### src/rtl/cpu_ctrl_pkg.sv
// Shared types and constants for the hard-wired T-state control sequencer.
package cpu_ctrl_pkg;

  typedef enum logic [3:0] {
    StIdle = 4'd0,
    StT0   = 4'd1,
    StT1   = 4'd2,
    StT2   = 4'd3,
    StT3   = 4'd4,
    StT4   = 4'd5,
    StT5   = 4'd6,
    StT6   = 4'd7,
    StHalt = 4'd8
  } state_e;

  localparam logic [4:0] OpAdd  = 5'b00000;
  localparam logic [4:0] OpSub  = 5'b00001;
  localparam logic [4:0] OpAnd  = 5'b00010;
  localparam logic [4:0] OpSll  = 5'b00011;
  localparam logic [4:0] OpSrl  = 5'b00100;
  localparam logic [4:0] OpSra  = 5'b00101;
  localparam logic [4:0] OpOr   = 5'b00110;
  localparam logic [4:0] OpRor  = 5'b00111;
  localparam logic [4:0] OpRol  = 5'b01000;
  localparam logic [4:0] OpMul  = 5'b01001;
  localparam logic [4:0] OpDiv  = 5'b01010;
  localparam logic [4:0] OpNeg  = 5'b01011;
  localparam logic [4:0] OpNot  = 5'b01100;
  localparam logic [4:0] OpNop  = 5'b01101;
  localparam logic [4:0] OpHalt = 5'b01110;

  localparam int unsigned OpcodeMsb = 31;
  localparam int unsigned OpcodeLsb = 27;
  localparam int unsigned RaMsb     = 26;
  localparam int unsigned RaLsb     = 23;
  localparam int unsigned RbMsb     = 22;
  localparam int unsigned RbLsb     = 19;
  localparam int unsigned RcMsb     = 18;
  localparam int unsigned RcLsb     = 15;

  function automatic logic [15:0] reg_onehot(input logic [3:0] idx);
    return 16'(1) << idx;
  endfunction

endpackage

### src/rtl/ir_field_decoder.sv
// Combinational IR decode: one-hot register selects and instruction class flags.
module ir_field_decoder
  import cpu_ctrl_pkg::*;
(
  input  logic [31:0] ir_i,
  output logic [15:0] ra_oh_o,
  output logic [15:0] rb_oh_o,
  output logic [15:0] rc_oh_o,
  output logic        is_unary_o,
  output logic        is_muldiv_o,
  output logic        is_nop_o,
  output logic        is_halt_o
);

  logic [4:0] opcode;
  logic       unused_ir;

  assign opcode    = ir_i[OpcodeMsb:OpcodeLsb];
  assign unused_ir = ^ir_i[RcLsb-1:0];

  assign ra_oh_o = reg_onehot(ir_i[RaMsb:RaLsb]);
  assign rb_oh_o = reg_onehot(ir_i[RbMsb:RbLsb]);
  assign rc_oh_o = reg_onehot(ir_i[RcMsb:RcLsb]);

  always_comb begin
    is_unary_o  = 1'b0;
    is_muldiv_o = 1'b0;
    is_nop_o    = 1'b0;
    is_halt_o   = 1'b0;
    case (opcode)
      OpAdd, OpSub, OpAnd, OpSll, OpSrl, OpSra, OpOr, OpRor, OpRol: ;
      OpMul, OpDiv: is_muldiv_o = 1'b1;
      OpNeg, OpNot: is_unary_o  = 1'b1;
      OpHalt:       is_halt_o   = 1'b1;
      OpNop:        is_nop_o    = 1'b1;
      // Undefined opcodes fall through as NOP.
      default:      is_nop_o    = 1'b1;
    endcase
  end

endmodule

### src/rtl/control_sequencer.sv
// Hard-wired T-state sequencer driving the data_path strobes (fetch + register ALU ops).
// Optional INSTR_COUNT_EN adds a retired-instruction counter output.
module control_sequencer
  import cpu_ctrl_pkg::*;
#(
  parameter int unsigned MEM_WAIT = 0
) (
  input  logic        Clock,
  input  logic        clear,
  input  logic        run,
  input  logic [31:0] IR,
  output logic        PCout,
  output logic        MDRout,
  output logic        Zlowout,
  output logic        Zhighout,
  output logic        MARin,
  output logic        PCin,
  output logic        IRin,
  output logic        Yin,
  output logic        MDRin,
  output logic        HIin,
  output logic        LOin,
  output logic        Zlowin,
  output logic        ZHighin,
  output logic        IncPC,
  output logic        Read,
  output logic [4:0]  op,
  output logic [15:0] Rout,
  output logic [15:0] Rin,
  output logic        busy,
  output logic        done,
  output logic        halted
`ifdef INSTR_COUNT_EN
  ,
  output logic [31:0] instr_count
`endif
);

  localparam logic [3:0] WaitLast = 4'(MEM_WAIT);

  state_e      state_q, state_d;
  logic [3:0]  wait_q, wait_d;
  logic [15:0] ra_oh, rb_oh, rc_oh;
  logic        is_unary, is_muldiv, is_nop, is_halt;
  state_e      after_done;

  ir_field_decoder u_ir_field_decoder (
    .ir_i        (IR),
    .ra_oh_o     (ra_oh),
    .rb_oh_o     (rb_oh),
    .rc_oh_o     (rc_oh),
    .is_unary_o  (is_unary),
    .is_muldiv_o (is_muldiv),
    .is_nop_o    (is_nop),
    .is_halt_o   (is_halt)
  );

  always_ff @(posedge Clock) begin
    if (clear) begin
      state_q <= StIdle;
      wait_q  <= '0;
    end else begin
      state_q <= state_d;
      wait_q  <= wait_d;
    end
  end

  assign after_done = run ? StT0 : StIdle;

  always_comb begin
    state_d = state_q;
    wait_d  = wait_q;
    case (state_q)
      StIdle: if (run) state_d = StT0;
      StT0:   state_d = StT1;
      StT1: begin
        if (wait_q == WaitLast) begin
          state_d = StT2;
          wait_d  = '0;
        end else begin
          wait_d = wait_q + 4'd1;
        end
      end
      StT2: state_d = StT3;
      StT3: begin
        if (is_halt)     state_d = StHalt;
        else if (is_nop) state_d = after_done;
        else             state_d = StT4;
      end
      StT4:   state_d = StT5;
      StT5:   state_d = is_muldiv ? StT6 : after_done;
      StT6:   state_d = after_done;
      StHalt: state_d = StHalt;
      default: state_d = StIdle;
    endcase
  end

  // Moore decode: strobes depend on state (and the stable IR from T3 on) only.
  always_comb begin
    PCout    = 1'b0;
    MDRout   = 1'b0;
    Zlowout  = 1'b0;
    Zhighout = 1'b0;
    MARin    = 1'b0;
    PCin     = 1'b0;
    IRin     = 1'b0;
    Yin      = 1'b0;
    MDRin    = 1'b0;
    HIin     = 1'b0;
    LOin     = 1'b0;
    Zlowin   = 1'b0;
    ZHighin  = 1'b0;
    IncPC    = 1'b0;
    Read     = 1'b0;
    op       = 5'b00000;
    Rout     = '0;
    Rin      = '0;
    done     = 1'b0;
    busy     = (state_q != StIdle) && (state_q != StHalt);
    halted   = (state_q == StHalt);
    case (state_q)
      StT0: begin
        PCout  = 1'b1;
        MARin  = 1'b1;
        IncPC  = 1'b1;
        Zlowin = 1'b1;
      end
      StT1: begin
        Zlowout = 1'b1;
        Read    = 1'b1;
        MDRin   = 1'b1;
        PCin    = (wait_q == WaitLast);
      end
      StT2: begin
        MDRout = 1'b1;
        IRin   = 1'b1;
      end
      StT3: begin
        if (is_nop) begin
          done = 1'b1;
        end else if (!is_halt) begin
          Rout = rb_oh;
          Yin  = 1'b1;
        end
      end
      StT4: begin
        Rout    = is_unary ? 16'h0000 : rc_oh;
        op      = IR[OpcodeMsb:OpcodeLsb];
        Zlowin  = 1'b1;
        ZHighin = is_muldiv;
      end
      StT5: begin
        Zlowout = 1'b1;
        if (is_muldiv) begin
          LOin = 1'b1;
        end else begin
          Rin  = ra_oh;
          done = 1'b1;
        end
      end
      StT6: begin
        Zhighout = 1'b1;
        HIin     = 1'b1;
        done     = 1'b1;
      end
      default: ;
    endcase
  end

`ifdef INSTR_COUNT_EN
  logic [31:0] count_q;

  always_ff @(posedge Clock) begin
    if (clear)     count_q <= '0;
    else if (done) count_q <= count_q + 32'd1;
  end

  assign instr_count = count_q;
`endif

  assert property (@(posedge Clock) disable iff (clear)
    $onehot0(Rout) && $onehot0(Rin) && $onehot0({PCout, MDRout, Zlowout, Zhighout, |Rout}));

endmodule

### config.mk
export PLATFORM = sky130hd
export DESIGN_NAME = control_sequencer
export DESIGN_NICKNAME = d
export VERILOG_FILES = /design/src/rtl/cpu_ctrl_pkg.sv /design/src/rtl/ir_field_decoder.sv /design/src/rtl/control_sequencer.sv
export SDC_FILE = /design/constraint.sdc
export NUM_CORES = 1
export LEC_CHECK = 0
export BUFFER_PORTS_ARGS = -buffer_cell sky130_fd_sc_hd__buf_2
export CAP_MARGIN = 20
export CORE_MARGIN = 5
export CORE_UTILIZATION = 35
export CTS_CLUSTER_DIAMETER = 40
export DETAILED_ROUTE_END_ITERATION = 10
export PLACE_DENSITY = 0.73
export REMOVE_ABC_BUFFERS = 1
export SLEW_MARGIN = 30
export SYNTH_ARGS = -nofsm -noshare
export SYNTH_HDL_FRONTEND = slang
export SYNTH_HIERARCHICAL = 1
export SYNTH_SLANG_ARGS = --single-unit
### constraint.sdc
create_clock -name Clock -period 1.75 [get_ports Clock]
set_input_delay 0.35 -clock Clock [delete_from_list [all_inputs] [get_ports Clock]]
set_output_delay 0.35 -clock Clock [all_outputs]
set_load 0.005 [all_outputs]
## After elaboration in Yosys (flattened, before gate mapping)

Index checks and enable logic that the tools add are counted.
Widths: inputs -> output; s select.

- Memories kept: 0
- Input port bits: 35
- Bits in writable memories: 0
- Register bits: 8
- Bits in latches: 0
- Output and inout bits: 55
- ROM bits: 0

- Shift operators: 3
- Equal/unequal tests: 24
- Add/subtract/negate cells: 1
- Reduce and logical (&&, ||, !) cells: 11
- Divide/modulo/power cells: 0
- $mul: 0
- Order comparisons: 0
- Bitwise logic cells: 0
- Mux-type cells: 34

Operator list:

| cell | count |
|---|---|
| $mux 16 | 5 |
| $shl 1x4->16 const A | 3 |
| $pmux 4 s9 | 1 |
| $pmux 16 s2 | 1 |
| $eq 5x4->1 const B | 6 |
| $eq 5x3->1 const B | 4 |
| $mux 1 | 19 |
| $eq 4x3->1 const B | 4 |
| $mux 4 | 4 |
| $reduce_or 14->1 | 1 |
| $eq 5x2->1 const B | 2 |
| $eq 4x2->1 const B | 2 |
| $logic_not 4->1 | 2 |
| $reduce_or 2->1 | 4 |
| $mux 3 | 2 |
| $eq 5x1->1 const B | 1 |
| $logic_not 5->1 | 1 |
| $mux 5 | 1 |
| $add 4x1->4 const B | 1 |
| $eq 4x1->1 const B | 1 |
| $eq 4x4->1 const B | 1 |
| $ne 2x2->1 const B | 2 |
| $ne 4x4->1 const B | 1 |
| $reduce_bool 4->1 | 1 |
| other kinds (3) | 3 |

## Depth between registers and ports, before layout

- Depth in word-level cells: 5
- Mapped depth: 6
- Gate-level depth less buffers: 6

## Cells and area by module

Netlist, hierarchy kept.

By module, submodules not included:

| module | cells an instance | area each (um^2) | seq. area each (um^2) | times used |
|---|---|---|---|---|
| control_sequencer | 117 | 920.9 | 160.2 | 1 |
| ir_field_decoder | 75 | 366.6 | 0.0 | 1 |

## Worst setup path before layout

Ideal clock, no wire load.

- Path type: in2out
- Start: in IR[30]
- End: out Rout[0]
- Required time: 1400 ps
- Stages: 4
- Path slack: 2 ps
- Arrival time: 1398 ps
- Cells stage by stage: a31o_2 nor4_4 buf_6 a22o_1

- Cells in the longest elaborated chain, start to end: 5

Ends and longest elaborated chain:

| what | RTL line | source |
|---|---|---|
| start: declaration | control_sequencer.sv:11 | `input logic [31:0] IR,` |
| $eq 5x4->1 | ir_field_decoder.sv:30 | `case (opcode)` |
| $reduce_or 2->1 or $mux 1 (tied branches) | -- |  |
| $mux 1 or $mux 16 (tied branches) | ir_field_decoder.sv:30, control_sequencer.sv:141 |  |
| $mux 16, on equally long branches | control_sequencer.sv:147, control_sequencer.sv:139 |  |
| $pmux 16 s2 * | control_sequencer.sv:121 | `case (state_q)` |
| end: declaration | control_sequencer.sv:28 | `output logic [15:0] Rout,` |

Every way passes the cells marked *; elsewhere a longest branch is shown, timed or not.

## Worst setup path in the final report

- Start: reg state_q[0]
- End: out PCin

- Cells in the longest elaborated chain, start to end: 2

Ends and longest elaborated chain:

| what | RTL line | source |
|---|---|---|
| start: declaration | control_sequencer.sv:41 | `state_e state_q, state_d;` |
| start signal: assignment | control_sequencer.sv:60 | `state_q <= StIdle;` |
| start signal: assignment | control_sequencer.sv:63 | `state_q <= state_d;` |
| $eq 4x2->1 | control_sequencer.sv:121 |  |
| $mux 1 | control_sequencer.sv:121 |  |
| end: declaration | control_sequencer.sv:17 | `output logic PCin,` |

Every way passes these cells.

==> metrics.sh <==
SYNTHARSTFLOPSHARE_PCT=0
NUMBER_OF_ANTENNA_REPAIR_DIODES=0
FILLER_CELL_COUNT=356
FINALCLOCKSKEW_NS=0.005377
VIAS_IN_THE_FIRST_GLOBAL_ROUTE=1540
STATUS='finished, violations left'
PATH_COMMON_CELL='sky130_fd_sc_hd__buf_6'
SYNTH_AREA_MM2=0.001287
RELATIVE_SLEW_MARGINS_PCT=63.74
MULTI_INPUT_COMB_AREA_MM2=0.001111
DRT_PASS1_ITERATIONS=4
DIE_AREA_MM2=0.004991
DOMINANT_COMBINATIONAL_CELL_FAMILY_BY_AREA_AFTER_SYNTHESIS='simple AND/OR/NAND/NOR gates'
INTERNAL_POWER_W=0.0005274
FINAL_MIN_PERIOD_OVER_CLOCK_PERIOD_PCT=108.3
SYNTHESIS.INSTANCES=192
COMBINATIONALPOWERSHARE_PCT=47.5
GRT_PASS1_WL_MM=6.989
ENDPOINT_KIND='output pin'
NUMBER_OF_VIAS_PER_CELL=5.036
SYNTH_SIMPLE_GATE_AREA_SHARE_PCT=54.03
ROUTED_WIRELENGTH_MM=4.451
IOS=90
TIMING_WORST_SLEW_PIN_VALUE_NS=0.5389
CTS_TREE='built'
DATA_ARRIVAL_TIME_AT_THE_WORST_SLACK_ENDPOINT_NS=1.55
POWER.SHARE.SEQUENTIAL_PCT=24.6
STARTPOINT_TYPE='flop'
VIAS=1687
PRE_CTS_WS_NS=-0.3874
CORE_AREA_MM2=0.003606
CTS_ROOT_BUF='sky130_fd_sc_hd__clkbuf_8'
DIEWIDTH_UM=70.65
SWSHARE_PCT=34.18
PLACE_CONGESTION=0.8678
SYNTH_SEQ_CELLS=8
DP_HPWL_MM=3.275
ACHIEVABLE-FREQUENCY_MHz=527.5
PLACEMENTROWS=22
SYNTHMOSTINSTANTIATEDCELL='sky130_fd_sc_hd__nor2_1'
SYNTH_LARGEST_TYPE_AREA_FRACTION_PCT=12.44
DIE-HEIGHT_UM=70.65
SETUP-VIOLATIONS-FINAL=38
SYN2LAYOUT_AREA_GROWTH_PCT=63.95
FINISH.NET_COUNT=326
SYNTHADDERAREAFRAC_PCT=1.944
CTS_MADE_BUFFERS=3
MAX_STAGE_DELAY_NS=0.56
PORTBUFFERS=74
CRITPATHMAXFANOUT=5
POST_ROUTE_WORST_SETUP_SLACK_NS=-0.1456
CTS_BUFFER_DEPTH=2
MAXCAPVIOLATIONS=0
CRITICAL_PATH.CELL_CHAIN='buf_6, or4b_4, inv_4, and2_4, buf_6'
HOLD_PATH.CLASS='input pin to flop'
FINALHOLDVIOLATIONS=0
FINAL.MIN_CLOCK_PERIOD_NS=1.896
DRTANTENNAVIOLNETS=0
CP_NUM_BUF_INV=3
XOR_AND_XNOR_FRACTION_OF_THE_MAPPED_NETLIST_AREA_PCT=1.361
FIN_AREA_MM2=0.002111
FIN_WORST_HOLD_SLACK_NS=0.3982
POWER.DENSITY_CELL_AREA_mW_PER_MM2=379.6
GRT_MAX_DEGREE=19
FINISH.UTILIZATION_PCT=58.54
YOSYS_WARNINGS=6
NUMBER_OF_REMAINING_DRC_ERRORS=0
SYNTH_FF_TYPE='sky130_fd_sc_hd__dfxtp_1'
SEQ_AREA_FRAC_SYNTH_PCT=12.44
FINAL_LAYOUT_SIZE_SUFFIX_GT1_SHARE_PCT=47.74
POST_SYNTHESIS_CELL_TYPE_WITH_THE_LARGEST_COMBINED_AREA='sky130_fd_sc_hd__dfxtp_1'
FIRST_ITER_VIOLATIONS=82
CLKSLEWWORSTSETUPHOLDPATHS_NS=0.04
IR_DROP_V=0.0004767
DRT-WIRELENGTH-PER-CELL_UM=13.29
P_LEAK_nW=1.035
GRT_ANTENNA_BEFORE_REPAIR=0
GRT_USAGE_PCT=16.52
PATH_DELAY_FAMILY='simple AND/OR/NAND/NOR gates'
SYNTH_EDF_COUNT=0
SYNTH_COMPOUND_AREA_SHARE_PCT=20.31
POST_SYNTH.CELL_AREA_AVG_UM2=6.706
SHARE_CLK_OF_TOTAL_POWER_PCT=27.9
GLOBALROUTE.TOTALOVERFLOW=0
UNREPAIRED_SETUP_ENDPOINTS_AFTER_GLOBAL_ROUTING='true'
YS_TOP_CELLS_BY_COUNT='sky130_fd_sc_hd__nor2_1, sky130_fd_sc_hd__nor3_1, sky130_fd_sc_hd__and2_1'
FINAL-SEQ-AREA_UM2=163.9
CTS_HOLD_BUF=0
WORST_EP_REQUIRED_TIME_NS=1.40
CTS-HTREE-LEVELS=1
CLOCK_INSERTION_DELAY_WORST_SKEW_NS=0.23
CRITPATHKIND='flop to output pin'
FINAL-MAX-SLEW-VIOLATION-COUNT=0
CRIT_SLOWEST_CELL='sky130_fd_sc_hd__or4b_4'
POST_SYNTH_MAIN_AREA_CONTRIBUTORS='sky130_fd_sc_hd__dfxtp_1, sky130_fd_sc_hd__a22o_1, sky130_fd_sc_hd__nor2_1'
CTS_NUM_SINKS=8
SWITCHING_POWER_W=0.0002739
PLACED_CELL_AREA_MM2=0.001797
FAILED_CHECKS='setup timing'
INITIAL_UTILIZATION_PCT=35.70
YOSYS.CELL_TYPES.COUNT=37
SYNTHMUXAREASHARE_PCT=0.7775
layout make-up:
cell class	count	area share (%)
multi-input combinational	165	52.64
timing repair buffer	104	33.31
sequential	8	7.765
tap	48	2.845
clock buffer	3	1.956
inverter	7	1.482
registers in the layout (all words and copies together) (netlist names):
signal   cells
state_q      4
wait_q       4
what timing repair did:
action,in CTS,in global routing
setup endpoints to repair,43,49
resized for setup,16,31
hold endpoints to repair,0,0
pin swaps,8,6
buffers inserted,3,7
metal layers:
layer	track usage, %	part of all wire, %	wire length (µm)
met4	3.549	0.56	25
met5	0	0	0
met2	28.07	50	2244
met1	21.34	44	1943
met3	3.835	5.3	238
kinds of logic (layout without fill, tap and decap cells):
| family | after synthesis | after routing |
|---|---|---|
| adders and majority gates | 2 | 2 |
| AOI/OAI and AO/OA | 29 | 29 |
| muxes | 1 | 1 |
| and+or+nand+nor | 131 | 131 |
| buffers and inverters | 19 | 114 |
| DFF | 8 | 8 |
| xor gates and xnor gates | 2 | 2 |
power groups by stage:
| stage | Combinational, W | Clock (W) | Sequential (W) |
|---|---|---|---|
| after floorplan | 0.000136 | 0 | 0.000204 |
| after global placement | 0.000290 | 0 | 0.000196 |
| after detailed placement | 0.000293 | 0 | 0.000197 |
| after CTS | 0.000322 | 0.000229 | 0.000194 |
| after global routing | 0.000413 | 0.000242 | 0.000198 |
| final | 0.000381 | 0.000224 | 0.000197 |
through the flow:
step                      TNS (ns)  total power, W  instances
after global routing        -6.258       0.0008534        335
after global placement      -10.95       0.0004861        323
final                       -4.107       0.0008013        335
after floorplan             -2.570       0.0003408        180
after CTS                   -5.334       0.0007444        329
after detailed placement    -12.46       0.0004899        323
cell usage in the layout, fill, tap and decap left out, types with 2 or more instances in the layout:
master                     netlist  final
sky130_fd_sc_hd__a21oi_1         3      2
sky130_fd_sc_hd__buf_2           1     67
sky130_fd_sc_hd__nand2b_1       14     13
sky130_fd_sc_hd__buf_4           8     21
sky130_fd_sc_hd__a22o_1         17     17
sky130_fd_sc_hd__and2_4          0      2
sky130_fd_sc_hd__buf_6           2     12
sky130_fd_sc_hd__nor4_1          4      4
sky130_fd_sc_hd__clkbuf_8        0      3
sky130_fd_sc_hd__nor2_2          0      2
sky130_fd_sc_hd__and2_1         22     20
sky130_fd_sc_hd__a211oi_1        2      2
sky130_fd_sc_hd__nand2_1        15     14
sky130_fd_sc_hd__nor2_1         38     35
sky130_fd_sc_hd__inv_4           0      2
sky130_fd_sc_hd__ha_1            2      2
sky130_fd_sc_hd__buf_12          0      3
sky130_fd_sc_hd__dfxtp_2         0      3
sky130_fd_sc_hd__inv_1           6      4
sky130_fd_sc_hd__nor3_4          0      4
sky130_fd_sc_hd__dfxtp_1         8      5
sky130_fd_sc_hd__nor3_1         26     22
sky130_fd_sc_hd__nor3_2          2      2
worst paths after layout:
check                          startpoint                       to  slack (ns)  depth (start not counted)
setup / recovery  state_q[0]$_SDFFE_PP0P_                     PCin       -0.15                          5
hold reg to reg    wait_q[1]$_SDFFE_PP0P_   wait_q[1]$_SDFFE_PP0P_        0.51                          2
hold / removal                      clear  state_q[1]$_SDFFE_PP0P_        0.40                          2
setup reg to reg  state_q[0]$_SDFFE_PP0P_  state_q[0]$_SDFFE_PP0P_        0.05                          6
worst reg2reg max path: stages, from the launching register on:
cell	delay, ns
sky130_fd_sc_hd__dfxtp_2	0.32
sky130_fd_sc_hd__buf_6	0.12
sky130_fd_sc_hd__or4b_4	0.56
sky130_fd_sc_hd__buf_4	0.16
sky130_fd_sc_hd__nor2_2	0.18
sky130_fd_sc_hd__a2111oi_4	0.08
sky130_fd_sc_hd__o31a_1	0.15
Power figures use the tool's default switching activity.
